**config.mk**
```make
export PLATFORM = sky130hd
export DESIGN_NAME = fetch_ifid_stage
export DESIGN_NICKNAME = d
export VERILOG_FILES = /design/src/rtl/fetch_ifid_stage.sv
export SDC_FILE = /design/constraint.sdc
export NUM_CORES = 1
export LEC_CHECK = 0
export ABC_AREA = 1
export ABC_CLOCK_PERIOD_IN_PS = 4600
export CAP_MARGIN = 20
export CELL_PAD_IN_SITES_DETAIL_PLACEMENT = 0
export CELL_PAD_IN_SITES_GLOBAL_PLACEMENT = 1
export CORE_MARGIN = 10
export CORE_UTILIZATION = 32
export DETAILED_ROUTE_END_ITERATION = 12
export PLACE_DENSITY = 0.94
export SETUP_SLACK_MARGIN = 0.05
export SYNTH_ARGS = -nofsm -noshare
export SYNTH_HDL_FRONTEND = slang
export SYNTH_SLANG_ARGS = --single-unit
```
**constraint.sdc**
```tcl
create_clock -name clk -period 4.6 [get_ports clk]
set_input_delay 0.46 -clock clk [delete_from_list [all_inputs] [get_ports clk]]
set_output_delay 0.46 -clock clk [all_outputs]
set_load 0.03 [all_outputs]
```
**src/rtl/fetch_ifid_stage.sv**
```systemverilog
// Instruction-fetch stage and IF/ID pipeline register for the RV32I core.
// Owns the fetch PC, applies EX redirects and hazard-unit stall/flush.
module fetch_ifid_stage #(
    parameter logic [31:0] RESET_PC  = 32'h0000_0000,
    parameter logic [31:0] NOP_INSTR = 32'h0000_0013
) (
    input  logic        clk,
    input  logic        reset,
    input  logic        stall_f,
    input  logic        stall_d,
    input  logic        flush_d,
    input  logic        pc_src_e,
    input  logic [31:0] pc_target_e,
    output logic [31:0] imem_addr,
    input  logic [31:0] imem_rdata,
    input  logic        imem_ready,
    output logic [31:0] pc_f,
    output logic [31:0] instr_d,
    output logic [31:0] pc_d,
    output logic [31:0] pc_plus4_d,
    output logic        valid_d,
    output logic        misalign_d
);

    logic [31:0] fpc_q, fpc_d;
    logic [31:0] dinstr_q, dinstr_d;
    logic [31:0] dpc_q, dpc_d;
    logic [31:0] dpc4_q, dpc4_d;
    logic        dvalid_q, dvalid_d;
    logic        dmis_q, dmis_d;
    logic        pend_q, pend_d;
    logic        fetch_ok;
    logic [31:0] fpc_plus4;

    assign fetch_ok  = imem_ready && !stall_f;
    assign fpc_plus4 = fpc_q + 32'd4;

    always_comb begin
        fpc_d    = fpc_q;
        pend_d   = pend_q;
        dinstr_d = dinstr_q;
        dpc_d    = dpc_q;
        dpc4_d   = dpc4_q;
        dvalid_d = dvalid_q;
        dmis_d   = dmis_q;

        if (pc_src_e) begin
            fpc_d  = {pc_target_e[31:2], 2'b00};
            pend_d = (pc_target_e[1:0] != 2'b00);
        end else if (fetch_ok) begin
            fpc_d = fpc_plus4;
        end

        // Squashing a wrong-path fetch keeps pc_d so the link path stays stable.
        if (pc_src_e || flush_d) begin
            dinstr_d = NOP_INSTR;
            dvalid_d = 1'b0;
            dmis_d   = 1'b0;
        end else if (stall_d) begin
            dinstr_d = dinstr_q;
        end else if (!fetch_ok) begin
            dinstr_d = NOP_INSTR;
            dvalid_d = 1'b0;
            dmis_d   = 1'b0;
        end else begin
            dinstr_d = imem_rdata;
            dpc_d    = fpc_q;
            dpc4_d   = fpc_plus4;
            dvalid_d = 1'b1;
            dmis_d   = pend_q;
            pend_d   = 1'b0;
        end
    end

    always_ff @(posedge clk) begin
        if (reset) begin
            fpc_q    <= RESET_PC;
            pend_q   <= 1'b0;
            dinstr_q <= NOP_INSTR;
            dpc_q    <= 32'd0;
            dpc4_q   <= 32'd0;
            dvalid_q <= 1'b0;
            dmis_q   <= 1'b0;
        end else begin
            fpc_q    <= fpc_d;
            pend_q   <= pend_d;
            dinstr_q <= dinstr_d;
            dpc_q    <= dpc_d;
            dpc4_q   <= dpc4_d;
            dvalid_q <= dvalid_d;
            dmis_q   <= dmis_d;
        end
    end

    assign pc_f       = fpc_q;
    assign imem_addr  = fpc_q;
    assign instr_d    = dinstr_q;
    assign pc_d       = dpc_q;
    assign pc_plus4_d = dpc4_q;
    assign valid_d    = dvalid_q;
    assign misalign_d = dmis_q;

endmodule

```
==> metrics.cfg, run 1 <==
[drt]
wl_per_cell_um=16.5
first_iter_violations=275
top_layer=met4
drc=0
wl_um=19600
drtPass1Iterations=5
met2WireLength_um=8880
vias=5429
wl_met1_um=8420
route.met3.wl_um=2070
vias_per_cell=4.58
ant_nets=0

[power_and_ir_drop]
powerDensity_mw_per_mm2=341
pwr-share-seq_pct=39.8
power.internal_mw=2.16
power_mw=2.86
power.switching_mw=0.703
total_leakage_power_nw=3.15
clkPwrFrac_pct=48.5
ir_drop_uv=251
combPwrFrac_pct=11.7
swShare_pct=24.6

[logic_synthesis]
syn_inst=768
synth.avg_cell_area_um2=7.35
ys_ff_latch=125
synth_top_area_cell=dfxtp_1
synthTopCellsByArea=dfxtp_1 44%, nand2_1 19%, buf_4 5.7%
yosysWarnings=0
yosys.cell_count.top_type=nand2_1
ys_top_cells_by_count=282 x nand2_1, 125 x dfxtp_1, 58 x inv_1
yosysTopAreaCellShare_pct=44.3
synth_cell_types=32
async_reset_ff_share_pct=0
synth_edf_count=0
synth_area_mm2=0.00564
ys_seq_area_share_pct=44.3
synth_ff_type=dfxtp_1

[placed_design]
dp_hpwl_um=14600
gp_congestion=0.813
portBuffers=224

[clock_network]
clock_path_buffers=2
cts_setup_buffers=0
clock-sinks=125
cts-htree-levels=4
clk_latency_ns=0.42
clk_pin_slew_worst_paths_ns=0.05
post_cts_resized=0
numCtsBuffers=17
cts-root-buf=clkbuf_16
cts_tree=built
hold_buffers=0

[sta]
clock_skew_ns=0.00701
rsz0062_at_grt=no
worst_slew_pin_slew_ns=0.964
drv_slew=0
tns_ns=0
maxSlewHeadroom_pct=35.6
final_hold_viol_count=0
fin_crit_ns=2.69
maxClockFrequency_mhz=372
fin_crit_sh_pct=58.4
finalSetupViolCount=0

[hold_path]
hp-class=register to register

[worst_setup_path]
endpoint_kind=register
start_kind=input pin
arrival_ns=3.04
cp_max_fo=33
crit_required_ns=4.96
crit_type=input pin to register

[floorplan]
start_util_pct=32.6
design.core.area_mm2=0.0173
num_rows=48
ios=233
die_w_um=153
die_h_um=153
dieArea_mm2=0.0234

[grt]
grt_max_degree=39
grt_pass1_vias=5544
grt_pass1_wl_um=30600
track_usage_pct=16.2
grt_overflow=0
antenna_found_initial=0

[final_layout]
synthToLayoutAreaGrowth_pct=48.7
n_antenna_cell=0
nets=1022
drive_above_1_share_pct=7.70

[flow_run]
drv_cap=0

[status]
status=completed

-- power by group through the flow --
stage | logic (mW) | registers [mW] | clock network [mW]
after floorplan | 0.164 | 1.19 | 0
after global placement | 0.336 | 1.16 | 0
after detailed placement | 0.336 | 1.16 | 0
after CTS | 0.337 | 1.14 | 1.42
after global routing | 0.359 | 1.14 | 1.47
final | 0.335 | 1.14 | 1.39
-- cell families after synthesis --
family | Yosys count | share of synthesized area [%]
xor gates and xnor gates | 14 | 2.84
and+or+nand+nor | 365 | 27.7
adders and majority gates | 1 | 0.222
DFF | 125 | 44.3
buffers and inverters | 135 | 12.0
AOI/OAI and AO/OA | 127 | 12.8
other | 1 | 0.0664
-- critical path, cell delays in order --
cell and delay, ns:
clkdlybuf4s50_1 0.45, nand2_1 0.12, nor2_4 0.57, nand2_2 0.52, inv_2 0.63, nand3_1 0.16, nand2_1 0.09
-- layer usage --
metal  vias to the layer above  track usage (%)
li1                       2743                -
met3                        16             8.33
met5                         -                0
met2                       191             26.1
met4                         0             5.18
met1                      2479             18.3
-- area by class of cell --
class                      instances  area, µm²
clock buffer                      23        498
clock inverter                     7        110
fill                            1730       8900
inverter                          63        236
multi-input combinational        515       2500
sequential                       125       2500
tap                              225        282
timing repair buffer             228       2270
-- registers in the layout (all words and copies together) (netlist names) --
name        flops
imem_addr      30
instr_d        32
misalign_d      1
pc_d           30
pc_plus4_d     30
pend_q          1
valid_d         1
-- worst paths after layout --
| path | startpoint | to | slack, ns | cells after the start |
|---|---|---|---|---|
| min reg2reg | pc_plus4_d[27]$_SDFFE_PP0P_ | pc_plus4_d[27]$_SDFFE_PP0P_ | 0.45 | 2 |
| max | imem_ready | pc_plus4_d[23]$_SDFFE_PP0P_ | 1.91 | 7 |
| max reg2reg | imem_addr[2]$_SDFFE_PP0P_ | imem_addr[16]$_SDFFE_PP0P_ | 2.77 | 8 |
| min | pc_plus4_d[27]$_SDFFE_PP0P_ | pc_plus4_d[27]$_SDFFE_PP0P_ | 0.45 | 2 |
-- layout by cell type (no fill, tap or decap), types with 8 or more instances in the layout --
cell	netlist	layout
nor2_4	12	13
inv_1	58	58
clkdlybuf4s50_1	0	223
nand3_1	26	26
nand2_1	282	282
o21ai_0	47	47
dfxtp_1	125	125
clkbuf_16	0	17
conb_1	1	8
nor2_1	26	25
a21oi_1	48	48
a22o_1	10	10
a31oi_1	8	8
-- through the flow --
stage	setup slack, ns	hold slack (ns)	cell area (µm²)	util [%]	std cells
detailed placement	1.40	0.442	7780	45.0	1156
CTS	1.85	0.456	8390	48.5	1186
finish	1.91	0.452	8390	48.5	1186
global placement	1.45	0.438	7780	45.0	1156
floorplan	2.91	0.441	5670	-	775
global route	1.64	0.475	8390	48.5	1186
Note: power is estimated with default switching activity, not from simulation.
==> inputs of run 2 (changes only) <==
ABC_CLOCK_PERIOD_IN_PS = 2800   (was 4600)
CORE_UTILIZATION = 30   (was 32)
PLACE_DENSITY = 0.9   (was 0.94)
clock period = 2.8 ns   (was 4.6 ns; I/O delays follow)
==> run 2 against run 1 <==
First-iteration DRC count shrank 22%. Clock-buffer cell count is 1 lower. Via count up 0.29%. Non-clock buffer count increased by 6. Clock power rose by 78%. Die area up 5.8%. Largest power group unchanged. Worst hold slack got worse by 0.24 ns. Core utilization decreased by 2.7 points. Clock skew fell by 0.00062 ns.
==> metrics.cfg, run 2 (synthesis gave the netlist of run 1 again) <==
[clock_network]
numCtsBuffers=17  ; unchanged
cts_tree=built
post_cts_resized=0  ; unchanged
cts_setup_buffers=0  ; unchanged
cts-root-buf=clkbuf_16
cts-htree-levels=4  ; unchanged
clk_latency_ns=0.42  ; about the same
clock-sinks=125  ; unchanged
clk_pin_slew_worst_paths_ns=0.06  ; about the same
hold_buffers=0  ; unchanged
clock_path_buffers=2  ; unchanged

[floorplan]
num_rows=50  ; +4.2%
design.core.area_mm2=0.0186  ; +7.4%
ios=233  ; unchanged
die_h_um=157  ; +2.8%
dieArea_mm2=0.0247  ; +5.8%
start_util_pct=30.4  ; -2.3 points
die_w_um=157  ; +2.8%

[final_layout]
n_antenna_cell=0  ; unchanged
fill_cells=1894  ; +9.5%
drive_above_1_share_pct=8.46  ; +0.76 points
synthToLayoutAreaGrowth_pct=50.7
nets=1028  ; +0.59%
layout_commonest_cell=nand2_1
final_area_mm2=0.00851  ; +1.4%
layout_common_cells=282 x nand2_1, 222 x clkdlybuf4s50_1, 125 x dfxtp_1
layout.cells.non_filler=1203  ; +1.4%
largest_reg_flops=32  ; unchanged

[grt]
grt_max_degree=44  ; +13%
antenna_found_initial=0  ; unchanged
grt_pass1_wl_um=30500  ; -0.59%
grt_pass1_vias=5535  ; -0.16%
grt_overflow=0  ; unchanged
track_usage_pct=16.0  ; -0.28 points

[sta]
final_hold_viol_count=0  ; unchanged
clock_skew_ns=0.00639  ; -0.000620 ns
maxClockFrequency_mhz=500
fin_crit_ns=2.00
fin_crit_sh_pct=71.5
drv_slew=0  ; unchanged
setup_ws_ns=0.798  ; -1.12 ns
worst_hold_slack_ns=0.216  ; -0.237 ns
rsz0062_at_grt=no
finalSetupViolCount=0  ; unchanged
tns_ns=0  ; unchanged

[drt]
vias_per_cell=4.53  ; -1.1%
wl_um=20200  ; +2.9%
vias=5445  ; +0.29%
wl_per_cell_um=16.8  ; +1.5%
drtPass1Iterations=4  ; -1
ant_nets=0  ; unchanged
first_iter_violations=215  ; -22%
drc=0  ; unchanged

[worst_setup_path]
r2r-start=imem_addr[2]$_SDFFE_PP0P_
crit_required_ns=2.52  ; -2.44 ns
start_kind=register
arrival_ns=1.72  ; -1.32 ns
crit_family=buffers and inverters
cp_cell_sequence=clkdlybuf4s50_1
cp_max_fo=7  ; -79%
cpPeakStageDelay_ns=0.76  ; +0.13 ns
crit_path_top_delay_cell=clkdlybuf4s50_1
crit_start=imem_addr[7]$_SDFFE_PP0P_
crit_type=register to output pin
endpoint_kind=output pin
path_buf_inv=1  ; -1

[placed_design]
dp.cells=1171  ; +1.3%
dp_hpwl_um=15300  ; +5.1%
gp_congestion=0.826  ; +1.6%
place_area_mm2=0.00785  ; +0.82%
pre_cts_ws_ns=0.698  ; -0.697 ns
portBuffers=224  ; unchanged

[power_and_ir_drop]
powerDensity_mw_per_mm2=575  ; +69%
swShare_pct=24.4  ; -0.13 points
total_leakage_power_nw=3.19  ; +1.2%
ir_drop_uv=401  ; +60%
pwr-share-seq_pct=38.2  ; -1.6 points
combPwrFrac_pct=11.4  ; -0.3 points
clkPwrFrac_pct=50.4  ; +1.9 points
power.internal_mw=3.70  ; +71%
power.switching_mw=1.20  ; +70%

[hold_path]
hp-start=reset
hp-class=input pin to register

[flow_run]
drv_cap=0  ; unchanged

[status]
status=completed

-- run 2: cell types whose count changed in the layout (fill, tap and decap cells not counted) --
cell | before | now
buf_4 | 4 | 9
buf_12 | 0 | 1
buf_2 | 1 | 2
bufinv_16 | 3 | 5
clkdlybuf4s50_1 | 223 | 222
clkbuf_8 | 5 | 3
clkinvlp_4 | 0 | 4
clkbuf_1 | 1 | 2
clkinv_2 | 4 | 1
-- run 2: layout make-up --
cell class | instances | area, µm² | area share [%]
Clock inverter | 10 | 185 | 2.18
Timing Repair Buffer | 234 | 2320 | 27.3
Clock buffer | 22 | 474 | 5.57
Multi-Input combinational cell | 515 | 2500 | 29.3
Sequential cell | 125 | 2500 | 29.4
Inverter | 63 | 236 | 2.78
Tap cell | 234 | 293 | 3.44
-- run 2: power by group through the flow --
stage | combinational (mW) | sequential (mW) | clock (mW)
6_report | 0.556 | 1.87 | 2.47
5_1_grt | 0.596 | 1.88 | 2.58
3_3_place_gp | 0.555 | 1.91 | 0
4_1_cts | 0.561 | 1.87 | 2.51
2_1_floorplan | 0.270 | 1.96 | 0
3_5_place_dp | 0.559 | 1.91 | 0
-- run 2: stage by stage --
step | power [mW] | utilization, %
floorplan | 2.23 | -
global placement | 2.46 | 42.2
detailed placement | 2.47 | 42.2
CTS | 4.94 | 45.8
global route | 5.06 | 45.8
finish | 4.90 | 45.8
-- run 2: metal layers --
metal	GRT usage (%)	routed length (µm)	part of all wire, %	vias up
met1	17.8	8160	40	2475
met4	6.06	337	1.7	0
met5	0	0	0	-
li1	-	-	-	2745
met2	25.4	9270	46	203
met3	8.32	2420	12	22
-- run 2: worst min-delay path: cells and delay by family --
kind | cells | cell delay (ns)
buffers and inverters | 1 | 0.18
and+or+nand+nor | 2 | 0.14
-- run 2: final timing paths --
path	to	slack, ns	cells after the start
worst max-delay path	imem_addr[7]	0.80	1
worst min-delay path	instr_d[4]$_SDFFE_PP1N_	0.22	3
worst max register to register	imem_addr[16]$_SDFFE_PP0P_	0.99	8
worst min register to register	pc_plus4_d[18]$_SDFFE_PP0P_	0.45	2
==> inputs of run 3 (changes only) <==
ABC_CLOCK_PERIOD_IN_PS = 1660   (was 2800)
CORE_UTILIZATION = 27   (was 30)
PLACE_DENSITY = 0.86   (was 0.9)
clock period = 1.66 ns   (was 2.8 ns; I/O delays follow)
==> run 3 against run 2 <==
Sequential power up 67%. Design area grew 2.4%. Register-to-register slack got worse by 0.86 ns. Via count increased by 1.7%. Final cell count up 5.5%. Global-route usage fell by 1.1 points. Combinational power increased by 75%. Sequential share of layout area fell by 0.61 points. Clock-buffer cell count increased by 1. Critical path type unchanged. Largest cell class is now multi-input gates. Largest power group unchanged.
==> metrics.cfg, run 3 (synthesis gave the netlist of run 1 again) <==
[grt]
grt_overflow=0  ; unchanged
grt_pass1_wl_um=31700  ; +3.9%
use_met1_pct=17.1  ; -0.61 points
track_usage_pct=14.9  ; -1.1 points
global_route.peak_usage_layer=met2
antenna_found_initial=3  ; +3
grtUsageMet3_pct=7.74  ; -0.58 points
grt_pass1_vias=5659  ; +2.2%
use_met2_pct=23.7  ; -1.7 points
grt_max_degree=33  ; -25%

[drt]
wl_um=20500  ; +1.4%
vias=5539  ; +1.7%
vias_per_cell=4.36  ; -3.6%
wl_per_cell_um=16.1  ; -3.9%
ant_nets=0  ; unchanged
drc=0  ; unchanged
first_iter_violations=254  ; +18%
drtPass1Iterations=4  ; unchanged

[sta]
fin_crit_ns=1.57
rsz0062_at_grt=yes
tns_ns=0  ; unchanged
drv_slew=0  ; unchanged
finalSetupViolCount=0  ; unchanged
clock_skew_ns=0.00743  ; +0.00104 ns
final_hold_viol_count=0  ; unchanged
fin_crit_sh_pct=94.7
maxClockFrequency_mhz=636

[floorplan]
design.core.area_mm2=0.0204  ; +10%
die_h_um=165  ; +4.7%
start_util_pct=27.6  ; -2.7 points
die_w_um=165  ; +4.7%
ios=233  ; unchanged
dieArea_mm2=0.0271  ; +9.7%
num_rows=52  ; +4.0%

[flow_run]
drv_cap=0  ; unchanged

[final_layout]
drive_above_1_share_pct=13.0  ; +4.6 points
largest_reg_flops=32  ; unchanged
fill_cells=2089  ; +10%
synthToLayoutAreaGrowth_pct=54.4
n_antenna_cell=0  ; unchanged
nets=1058  ; +2.9%
layout_commonest_cell=nand2_1
final_area_mm2=0.00871  ; +2.4%
layout_common_cells=277 x nand2_1, 133 x dlygate4sd2_1, 119 x dfxtp_1

[power_and_ir_drop]
powerDensity_mw_per_mm2=906  ; +57%
total_leakage_power_nw=4.21  ; +32%
power_mw=7.89  ; +61%
ir_drop_uv=630  ; +57%

[clock_network]
clock_path_buffers=2  ; unchanged
cts_tree=built
cts-htree-levels=4  ; unchanged
clock-sinks=125  ; unchanged
numCtsBuffers=17  ; unchanged
cts-root-buf=clkbuf_16
clk_pin_slew_worst_paths_ns=0.06  ; about the same
clk_latency_ns=0.41  ; about the same

[worst_setup_path]
cpPeakStageDelay_ns=0.67  ; -0.09 ns
arrival_ns=1.41  ; -0.31 ns
endpoint_kind=output pin
cp_max_fo=2  ; -5
cp_num_cells=1  ; unchanged
cp_cell_sequence=clkdlybuf4s50_1
path_buf_inv=1  ; unchanged
reg2reg_depth=10  ; +2
crit_type=register to output pin
crit_path_top_delay_cell=clkdlybuf4s50_1
crit_family=buffers and inverters
crit_required_ns=1.49  ; -1.03 ns
start_kind=register

[placed_design]
place_area_mm2=0.00819  ; +4.3%
gp_congestion=0.798  ; -3.4%
portBuffers=224  ; unchanged
dp_hpwl_um=15600  ; +2.0%

[hold_path]
hp-class=input pin to register
hold_depth=4  ; +1

[status]
status=completed

==> run 3: cell types whose count changed in the layout (fill, tap and decap cells not counted), moves of 6 or more <==
| cell | change |
|---|---|
| buf_4 | +23 |
| dlygate4sd2_1 | +133 |
| buf_12 | +6 |
| dlymetal6s2s_1 | +16 |
| dfxtp_2 | +6 |
| clkdlybuf4s50_1 | -153 |
| dfxtp_1 | -6 |
==> run 3: per-stage QoR <==
step / std cells / util [%] / hold slack [ns] / setup slack, ns
2_1_floorplan: 775 / - / 0.292 / 0.0669
3_3_place_gp: 1236 / 40.1 / 0.438 / 0.0463
3_5_place_dp: 1236 / 40.1 / 0.442 / -0.000444
4_1_cts: 1268 / 42.2 / 0.222 / 0.0500
5_1_grt: 1269 / 42.6 / 0.234 / 0.0283
6_report: 1269 / 42.6 / 0.240 / 0.0873
==> run 3: power breakdown <==
group	total [mW]	switching (mW)	leakage [nW]	internal, mW
clock	3.80	1.39	0.287	2.41
combinational	0.971	0.581	2.91	0.391
sequential	3.12	0.0606	1.02	3.06
total	7.89	2.03	4.21	5.86
==> run 3: repair_timing <==
item | 4_1_cts | 5_1_grt
resized for setup | 137 | 38
setup buffers | 0 | 1
pin swaps | 0 | 8
hold buffers | 0 | 0
endpoints found under the hold margin | 0 | 0
setup endpoints to repair | 137 | 41
==> run 3: layer usage <==
layer  vias to the layer above  part of all wire (%)
li1                       2806                     -
met3                        22                    12
met5                         -                  0.11
met1                      2508                    42
met4                         4                   1.2
met2                       199                    45
==> run 3: final timing paths <==
| kind | slack, ns | startpoint | end |
|---|---|---|---|
| max | 0.09 | pc_plus4_d[19]$_SDFFE_PP0P_ | pc_plus4_d[19] |
| min | 0.24 | reset | instr_d[1]$_SDFFE_PP1N_ |
| max reg2reg | 0.13 | imem_addr[3]$_SDFFE_PP0P_ | imem_addr[28]$_SDFFE_PP0P_ |
| min reg2reg | 0.45 | pc_plus4_d[26]$_SDFFE_PP0P_ | pc_plus4_d[26]$_SDFFE_PP0P_ |
==> run 3: cell type report <==
type                            instances  area [µm²]  share of cell area [%]
Multi-Input combinational cell        515        2530                    29.1
Clock buffer                           23         498                    5.72
Tap cell                              270         338                    3.88
Clock inverter                          9         109                    1.25
Inverter                               63         236                    2.71
Sequential cell                       125        2510                    28.8
Timing Repair Buffer                  264        2490                    28.6
